==> config.mk <==
export PLATFORM = sky130hd
export DESIGN_NAME = raspi_link
export DESIGN_NICKNAME = d
export VERILOG_FILES = /design/src/rtl/raspi_link.sv
export SDC_FILE = /design/constraint.sdc
export NUM_CORES = 2
export LEC_CHECK = 0
export CAP_MARGIN = 20
export CORE_ASPECT_RATIO = 0.5
export CORE_UTILIZATION = 55
export DETAILED_ROUTE_END_ITERATION = 10
export GPL_TIMING_DRIVEN = 0
export MAX_ROUTING_LAYER = met4
export PLACE_DENSITY = 0.68
export SYNTH_ARGS = -nofsm -noshare
export SYNTH_HDL_FRONTEND = slang
export SYNTH_SLANG_ARGS = --single-unit
==> constraint.sdc <==
create_clock -name clk -period 8.5 [get_ports clk]
set_input_delay 1.275 -clock clk [delete_from_list [all_inputs] [get_ports clk]]
set_output_delay 1.275 -clock clk [all_outputs]
set_load 0.01 [all_outputs]
==> src/rtl/raspi_link.sv <==
// ---------------------------------------------------------------------------
// raspi_link
// Raspberry Pi side of the 9-bit parallel host link.
//
// The host strobe, direction and data pins are synchronised into the clk
// domain. A rising strobe with dir=1 delivers one word to the decoder, which
// handles endpoint selection and data bytes. A rising strobe with dir=0
// consumes the word shown on raspi_dat_out, which is the head of the TX FIFO
// (0x1ff when the FIFO is empty).
//
// Optional build macro: RASPI_LINK_LINKTEST_EN
//   When defined, a direct select of endpoint 0x00 (word 0x100) enters a
//   link-test mode. In that mode every data byte a is answered in the TX FIFO
//   with {1'b0, ((a*33)^7) & 8'hff}.
//
// Parameters
//   TX_DEPTH_LOG2  log2 of TX FIFO depth in 9-bit words
//   SYNC_STAGES    synchroniser flops per host pin (>= 2)
//
// Ports
//   clk, reset       system clock, synchronous active-high reset
//   raspi_clk        host strobe, transfer on rising edge
//   raspi_dir        1: host drives bus, 0: FPGA drives bus
//   raspi_dat_in     bus value seen on the pins
//   raspi_dat_out    value driven onto the bus (TX FIFO head or 0x1ff)
//   raspi_dat_oe     bus output enable
//   rx_ep            selected endpoint
//   rx_ep_open       an endpoint is selected
//   rx_sel           one-cycle pulse on endpoint selection
//   rx_valid         one-cycle pulse, rx_data valid
//   rx_data          host data byte
//   tx_valid/tx_data endpoint push into the TX FIFO (bit 8 = control word)
//   tx_ready         TX FIFO not full
//   tx_overflow      sticky, a push was dropped
// ---------------------------------------------------------------------------
// Decoder states
//   state    | meaning
//   ST_IDLE  | no endpoint selected, data bytes ignored
//   ST_OPEN  | endpoint selected, data bytes delivered on rx_valid
//   ST_ESC   | 0x1ff seen; next word is a resync (0x0ff) or escaped select
//   ST_LTEST | link-test mode (only with RASPI_LINK_LINKTEST_EN)
// ---------------------------------------------------------------------------
module raspi_link #(
  parameter int TX_DEPTH_LOG2 = 8,
  parameter int SYNC_STAGES   = 2
) (
  input  logic       clk,
  input  logic       reset,
  input  logic       raspi_clk,
  input  logic       raspi_dir,
  input  logic [8:0] raspi_dat_in,
  output logic [8:0] raspi_dat_out,
  output logic       raspi_dat_oe,
  output logic [7:0] rx_ep,
  output logic       rx_ep_open,
  output logic       rx_sel,
  output logic       rx_valid,
  output logic [7:0] rx_data,
  input  logic       tx_valid,
  output logic       tx_ready,
  input  logic [8:0] tx_data,
  output logic       tx_overflow
);

  localparam int DEPTH = 1 << TX_DEPTH_LOG2;

  localparam logic [8:0] WORD_ESC    = 9'h1ff;
  localparam logic [8:0] WORD_RESYNC = 9'h0ff;

  localparam logic [1:0] ST_IDLE = 2'd0;
  localparam logic [1:0] ST_OPEN = 2'd1;
  localparam logic [1:0] ST_ESC  = 2'd2;
`ifdef RASPI_LINK_LINKTEST_EN
  localparam logic [1:0] ST_LTEST = 2'd3;
  localparam logic [8:0] WORD_LTEST = 9'h100;
`endif

  localparam logic [TX_DEPTH_LOG2:0]   CNT_FULL = (TX_DEPTH_LOG2 + 1)'(DEPTH);
  localparam logic [TX_DEPTH_LOG2:0]   CNT_ONE  = (TX_DEPTH_LOG2 + 1)'(1);
  localparam logic [TX_DEPTH_LOG2-1:0] PTR_ONE  = TX_DEPTH_LOG2'(1);

  // -------------------------------------------------------------------------
  // Pin synchronisers and strobe edge detection
  // -------------------------------------------------------------------------
  logic [SYNC_STAGES-1:0]      clk_sync;
  logic [SYNC_STAGES-1:0]      dir_sync_chain;
  logic [SYNC_STAGES-1:0][8:0] dat_sync;
  logic                        clk_dly;
  logic                        clk_s;
  logic                        dir_s;
  logic [8:0]                  dat_s;

  logic                        strobe_q;
  logic                        dir_q;
  logic [8:0]                  word_q;

  assign clk_s = clk_sync[SYNC_STAGES-1];
  assign dir_s = dir_sync_chain[SYNC_STAGES-1];
  assign dat_s = dat_sync[SYNC_STAGES-1];

  // The strobe chain and its delayed copy reset to 1 so that a strobe held
  // high across reset is not taken as a new edge; detection re-arms only
  // once a low level has travelled through the chain.
  always_ff @(posedge clk) begin
    if (reset) begin
      clk_sync       <= '1;
      clk_dly        <= 1'b1;
      dir_sync_chain <= '0;
      dat_sync       <= '0;
      strobe_q       <= 1'b0;
      dir_q          <= 1'b0;
      word_q         <= '0;
      raspi_dat_oe   <= 1'b0;
    end else begin
      clk_sync       <= {clk_sync[SYNC_STAGES-2:0], raspi_clk};
      dir_sync_chain <= {dir_sync_chain[SYNC_STAGES-2:0], raspi_dir};
      dat_sync       <= {dat_sync[SYNC_STAGES-2:0], raspi_dat_in};
      clk_dly        <= clk_s;
      strobe_q       <= clk_s & ~clk_dly;
      dir_q          <= dir_s;
      word_q         <= dat_s;
      raspi_dat_oe   <= ~dir_s;
    end
  end

  logic wr_stb;
  logic rd_stb;

  assign wr_stb = strobe_q & dir_q;
  assign rd_stb = strobe_q & ~dir_q;

  // -------------------------------------------------------------------------
  // Word decoder
  // -------------------------------------------------------------------------
  logic [1:0] state;
  logic [1:0] state_nxt;
  logic [7:0] ep_nxt;
  logic [7:0] data_nxt;
  logic       open_nxt;
  logic       sel_nxt;
  logic       valid_nxt;
  logic       flush;
  logic       int_push;
  logic [8:0] int_word;

  always_comb begin
    state_nxt = state;
    ep_nxt    = rx_ep;
    data_nxt  = rx_data;
    open_nxt  = rx_ep_open;
    sel_nxt   = 1'b0;
    valid_nxt = 1'b0;
    flush     = 1'b0;
    int_push  = 1'b0;
    int_word  = '0;
    if (wr_stb) begin
      if (word_q == WORD_ESC) begin
        state_nxt = ST_ESC;
      end else if (state == ST_ESC) begin
        if (word_q == WORD_RESYNC) begin
          state_nxt = ST_IDLE;
          open_nxt  = 1'b0;
          flush     = 1'b1;
        end else begin
          // escaped select: any word, including data-range values
          state_nxt = ST_OPEN;
          ep_nxt    = word_q[7:0];
          open_nxt  = 1'b1;
          sel_nxt   = 1'b1;
        end
      end else if (word_q[8]) begin
`ifdef RASPI_LINK_LINKTEST_EN
        if (word_q == WORD_LTEST) begin
          state_nxt = ST_LTEST;
          ep_nxt    = 8'h00;
          open_nxt  = 1'b1;
          int_push  = 1'b1;
          int_word  = WORD_LTEST;
        end else
`endif
        begin
          state_nxt = ST_OPEN;
          ep_nxt    = word_q[7:0];
          open_nxt  = 1'b1;
          sel_nxt   = 1'b1;
        end
      end else begin
        if (state == ST_OPEN) begin
          valid_nxt = 1'b1;
          data_nxt  = word_q[7:0];
        end
`ifdef RASPI_LINK_LINKTEST_EN
        if (state == ST_LTEST) begin
          // a*33 mod 256 == a + (a << 5) mod 256
          int_push = 1'b1;
          int_word = {1'b0, (word_q[7:0] + {word_q[2:0], 5'b0}) ^ 8'h07};
        end
`endif
      end
    end
  end

  always_ff @(posedge clk) begin
    if (reset) begin
      state      <= ST_IDLE;
      rx_ep      <= '0;
      rx_ep_open <= 1'b0;
      rx_sel     <= 1'b0;
      rx_valid   <= 1'b0;
      rx_data    <= '0;
    end else begin
      state      <= state_nxt;
      rx_ep      <= ep_nxt;
      rx_ep_open <= open_nxt;
      rx_sel     <= sel_nxt;
      rx_valid   <= valid_nxt;
      rx_data    <= data_nxt;
    end
  end

  // -------------------------------------------------------------------------
  // TX FIFO
  // -------------------------------------------------------------------------
  logic [8:0]               mem [DEPTH];
  logic [TX_DEPTH_LOG2-1:0] wr_ptr;
  logic [TX_DEPTH_LOG2-1:0] rd_ptr;
  logic [TX_DEPTH_LOG2:0]   count;
  logic                     fifo_full;
  logic                     fifo_empty;
  logic [8:0]               push_word;
  logic                     push_ok;
  logic                     pop_ok;
  logic                     drop;

  assign fifo_full  = (count == CNT_FULL);
  assign fifo_empty = (count == '0);
  assign tx_ready   = ~fifo_full;

  // Internal link-test words win over the endpoint in the same cycle.
  assign push_word = int_push ? int_word : tx_data;
  assign push_ok   = (int_push | tx_valid) & ~fifo_full & ~flush;
  assign pop_ok    = rd_stb & ~fifo_empty & ~flush;
  assign drop      = (tx_valid & (int_push | fifo_full)) | (int_push & fifo_full);

  assign raspi_dat_out = fifo_empty ? WORD_ESC : mem[rd_ptr];

  always_ff @(posedge clk) begin
    if (push_ok) begin
      mem[wr_ptr] <= push_word;
    end
  end

  always_ff @(posedge clk) begin
    if (reset) begin
      wr_ptr      <= '0;
      rd_ptr      <= '0;
      count       <= '0;
      tx_overflow <= 1'b0;
    end else begin
      if (drop) begin
        tx_overflow <= 1'b1;
      end
      if (flush) begin
        wr_ptr <= '0;
        rd_ptr <= '0;
        count  <= '0;
      end else begin
        if (push_ok) begin
          wr_ptr <= wr_ptr + PTR_ONE;
        end
        if (pop_ok) begin
          rd_ptr <= rd_ptr + PTR_ONE;
        end
        case ({push_ok, pop_ok})
          2'b10:   count <= count + CNT_ONE;
          2'b01:   count <= count - CNT_ONE;
          default: count <= count;
        endcase
      end
    end
  end

endmodule

==> impl_metrics.csv <==
group,metric,value,unit
placement,place.gp.congestion,0.957,
die,design.die.area,169000,um^2
sta,rsz0062_at_grt,"no",
synthesis,ys_seq_elements,2394,
worst_setup_path,crit_type,"reg -> out",
cts,cts-root-buf,"clkbuf_16",
pwr,total_power,0.0227,W
cts,h-tree-depth,4,
cts,cts.sinks,2394,
detailed_routing,drc,0,
job,max_cap_violations,0,
worst_setup_path,reg2reg_from,"count[0]$_SDFFE_PP0P_",
synthesis,synthesis.nets,4713,
worst_setup_path,slowest_delay,1.06,ns
synthesis,synth_edf_count,2304,
die,fp.dieH,291,um
pwr,power_density,222,nW/um^2
synthesis,syn_avg_cell_area,19.7,um^2
cts,ctsLongestPathBuffers,4,
worst_setup_path,r2r_setup_slack,3.72,ns
grt,grt_pass1_vias,47400,
detailed_routing,wl_per_cell,34.9,um
synthesis,ys_seq_area_share,77.1,%
sta,fin_skew,0.0590,ns
cts,clk_latency,0.85,ns
sta,fin_crit,7.74,ns
worst_setup_path,startpoint_type,"flop",
pwr,p_sw_share,20.2,%
cts,cts_tree,"yes",
worst_setup_path,crit_path_cell_trace,"buf_2 -> and2_1 -> clkbuf_1 -> clkbuf_1 -> a221oi_1 -> a211oi_1 -> nand3_1 -> a22oi_1 -> a22oi_1 -> o221a_2 -> clkdlybuf4s50_1",
die,core,165000,um^2
sta,slew_headroom,8.89,%
worst_setup_path,r2r_cells,8,
worst_setup_path,critPathSlowestCell,"a22oi_1",
sta,finalHoldViolCount,0,
sta,holdWs,0.411,ns
worst_setup_path,r2r_end,"mem[105][2]$_DFFE_PP_",
synthesis,synth_flop_cell,"edfxtp_1",
cts,cts_buffers,206,
layout,drive_gt1_share,16.1,%
worst_setup_path,critPathMaxFanout,10,
worst_setup_path,path_buf_inv,4,
min_path,hold_depth,1,
synthesis,syn-instance-count,4683,
pwr,pwr-share-seq,57.0,%
sta,fmax,129,MHz
min_path,hold_path.class,"reg -> reg",
grt,grt_max_degree,163,
layout,layout_commonest_cell,"edfxtp_1",
sta,setup_viol,0,
grt,grt.total_usage,31.1,%
sta,setup_tns,0,ns
sta,fin_crit_sh,91.0,%
die,die_w,581,um
grt,grt_pass1_wl,358000,um
sta,worstMarginPinSlew,1.37,ns
detailed_routing,via_count,49100,
cts,cts_setup_buffers,0,
pwr,p_comb_share,2.0,%
layout,finalNetCount,4994,
grt,grt-ovfl-total,0,
die,initial_core_util,55.8,%
cts,path_clk_slew,0.07,ns
min_path,worstHoldEndpoint,"raspi_dat_oe$_SDFF_PP0_",
pwr,p_int,0.0181,W
synthesis,syn_area,92100,um^2
synthesis,synth_cell_types,66,
pwr,leakage,30.4,nW
worst_setup_path,cp_top_family,"compound AO/OA/AOI/OAI gates",
outcome,status,"finished, final reports clean",
die,row_count,105,
synthesis,ys.warnings.count,0,
detailed_routing,ant_nets,0,
grt,antenna_found_initial,8,
detailed_routing,drtPass1Iterations,5,
worst_setup_path,crit_required,7.22,ns
worst_setup_path,cp.arrival,6.46,ns
detailed_routing,wl,255000,um
worst_setup_path,end_kind,"output pin",
sta,slew_violations,0,
cts,cts_resized,0,
pwr,p_switching,0.00458,W
detailed_routing,vias_per_cell,6.71,
layout,area_growth,11.0,%
placement,port_buffers,53,
detailed_routing,drtIter0Drc,7761,
placement,hpwl,170000,um
die,io_pins,54,
cts,hold_buffers,0,
pwr,clockPowerShare,41.0,%
layout,most-common-layout-cells,"2,304 x edfxtp_1, 465 x mux2i_1, 360 x mux4_2, 319 x nor2_1, 209 x clkbuf_16",
pwr,irDropWorstVdd,0.185,mV
synthesis,async_reset_ff_share,0,%
min_path,hp-start,"dir_sync_chain[1]$_SDFF_PP0_",
worst register-to-register path: stages, from the launching register on:
cell and delay (ns):
dfxtp_1 0.48, nor4_1 0.17, nand3_1 0.20, nand2_1 0.15, nor2_1 0.50, clkbuf_1 0.40
nand3_1 0.94, buf_2 0.67, nor2_1 0.86
sequential cells by signal, indices dropped and copies added, names as in the netlist, named ones only:
| register | count |
|---|---|
| clk_dly | 1 |
| tx_overflow | 1 |
| dir_sync_chain | 2 |
| dat_s | 9 |
| mem | 2304 |
| rx_ep | 8 |
| rx_valid | 1 |
| rx_ep_open | 1 |
| wr_ptr | 8 |
| rx_data | 8 |
| dat_sync | 9 |
| word_q | 9 |
| strobe_q | 1 |
| dir_q | 1 |
| rx_sel | 1 |
| clk_sync | 2 |
| count | 9 |
| state | 2 |
| raspi_dat_oe | 1 |
| rd_ptr | 8 |
power groups by stage:
stage / combinational, W / clock [W] / sequential (W)
6_report: 0.000447 / 0.00931 / 0.0129
5_1_grt: 0.000466 / 0.00976 / 0.0129
4_1_cts: 0.000436 / 0.00931 / 0.0129
3_5_place_dp: 0.000436 / 0 / 0.0132
3_3_place_gp: 0.000397 / 0 / 0.0133
2_1_floorplan: 0.000118 / 0 / 0.0132
final cells by class:
cell class              count  area (um^2)
inverters                  11         41.3
clock inverters           102          952
clock buffers             257         5460
flip-flops and latches   2394        71000
repair buffers             73          985
diodes                      6         15.0
plain buffers             288         1290
multi-input cells        1990        19800
well taps                2193         2740
fillers                 11300        62900
per-stage QoR:
stage               worst slack [ns]  utilization [%]  instance area [um^2]  std cells
floorplan                       4.24                -                 92100       4683
global placement               -1.99             57.8                 95400       6929
detailed placement              2.06             58.0                 95800       6944
CTS                             1.19             61.9                102000       7303
global route                   0.773             61.9                102000       7312
finish                         0.762             61.9                102000       7314
Yosys cell counts (all sizes together) (3+ instances only):
cell / n / area, um^2
mux2i: 465 / 4650
buf: 155 / 793
xnor2: 7 / 61.3
or3: 4 / 25.0
nand2b: 5 / 31.3
a221oi: 109 / 961
a21oi: 38 / 190
or4: 3 / 26.3
nor4: 20 / 140
nor3: 16 / 85.1
clkbuf: 133 / 500
mux4: 360 / 8110
dfxtp: 90 / 1800
nand3: 61 / 305
a211oi: 75 / 563
inv: 11 / 41.3
xor2: 12 / 105
a22oi: 55 / 413
nor2: 319 / 1200
edfxtp: 2304 / 69200
nand4bb: 3 / 33.8
nand4b: 3 / 26.3
nand4: 14 / 87.6
ha: 7 / 87.6
o22ai: 170 / 1060
o211ai: 21 / 158
and2: 3 / 18.8
nor2b: 45 / 282
o21ai: 44 / 235
or2: 9 / 56.3
nand2: 41 / 154
a22o: 52 / 455
a21o: 3 / 22.5
routing by layer:
| metal | global-route usage [%] | vias to the layer above | part of all wire [%] |
|---|---|---|---|
| met5 | - | - | 0 |
| met4 | 7.34 | 0 | 2.7 |
| met3 | 10.1 | 407 | 14 |
| met2 | 43.7 | 3196 | 44 |
| met1 | 44.6 | 25600 | 40 |
| li1 | - | 19900 | - |
logic make-up after synthesis:
| family | after synthesis | share of synthesized area [%] |
|---|---|---|
| flip-flops | 2394 | 77.1 |
| adder cells (fa/ha/maj) | 7 | 0.0951 |
| AND/OR/NAND/NOR | 555 | 2.77 |
| XOR/XNOR | 19 | 0.181 |
| buffers and inverters | 299 | 1.45 |
| multiplexers | 827 | 13.9 |
| AO/OA/AOI/OAI | 582 | 4.58 |
worst max path at each step:
stage | from | slack, ns | cells past startpoint | endpoint
final | flop | 0.76 | 11 | raspi_dat_out[7]
after global routing | flop | 0.77 | 12 | raspi_dat_out[1]
after CTS | flop | 1.19 | 12 | raspi_dat_out[4]
after detailed placement | flop | 2.06 | 12 | raspi_dat_out[4]
after global placement | tx_data[5] | -1.99 | 1 | mem[250][5]$_DFFE_PP_
after floorplan | tx_valid | 4.24 | 15 | count[8]$_SDFFE_PP0P_
Note: power is estimated with default switching activity, not from simulation.
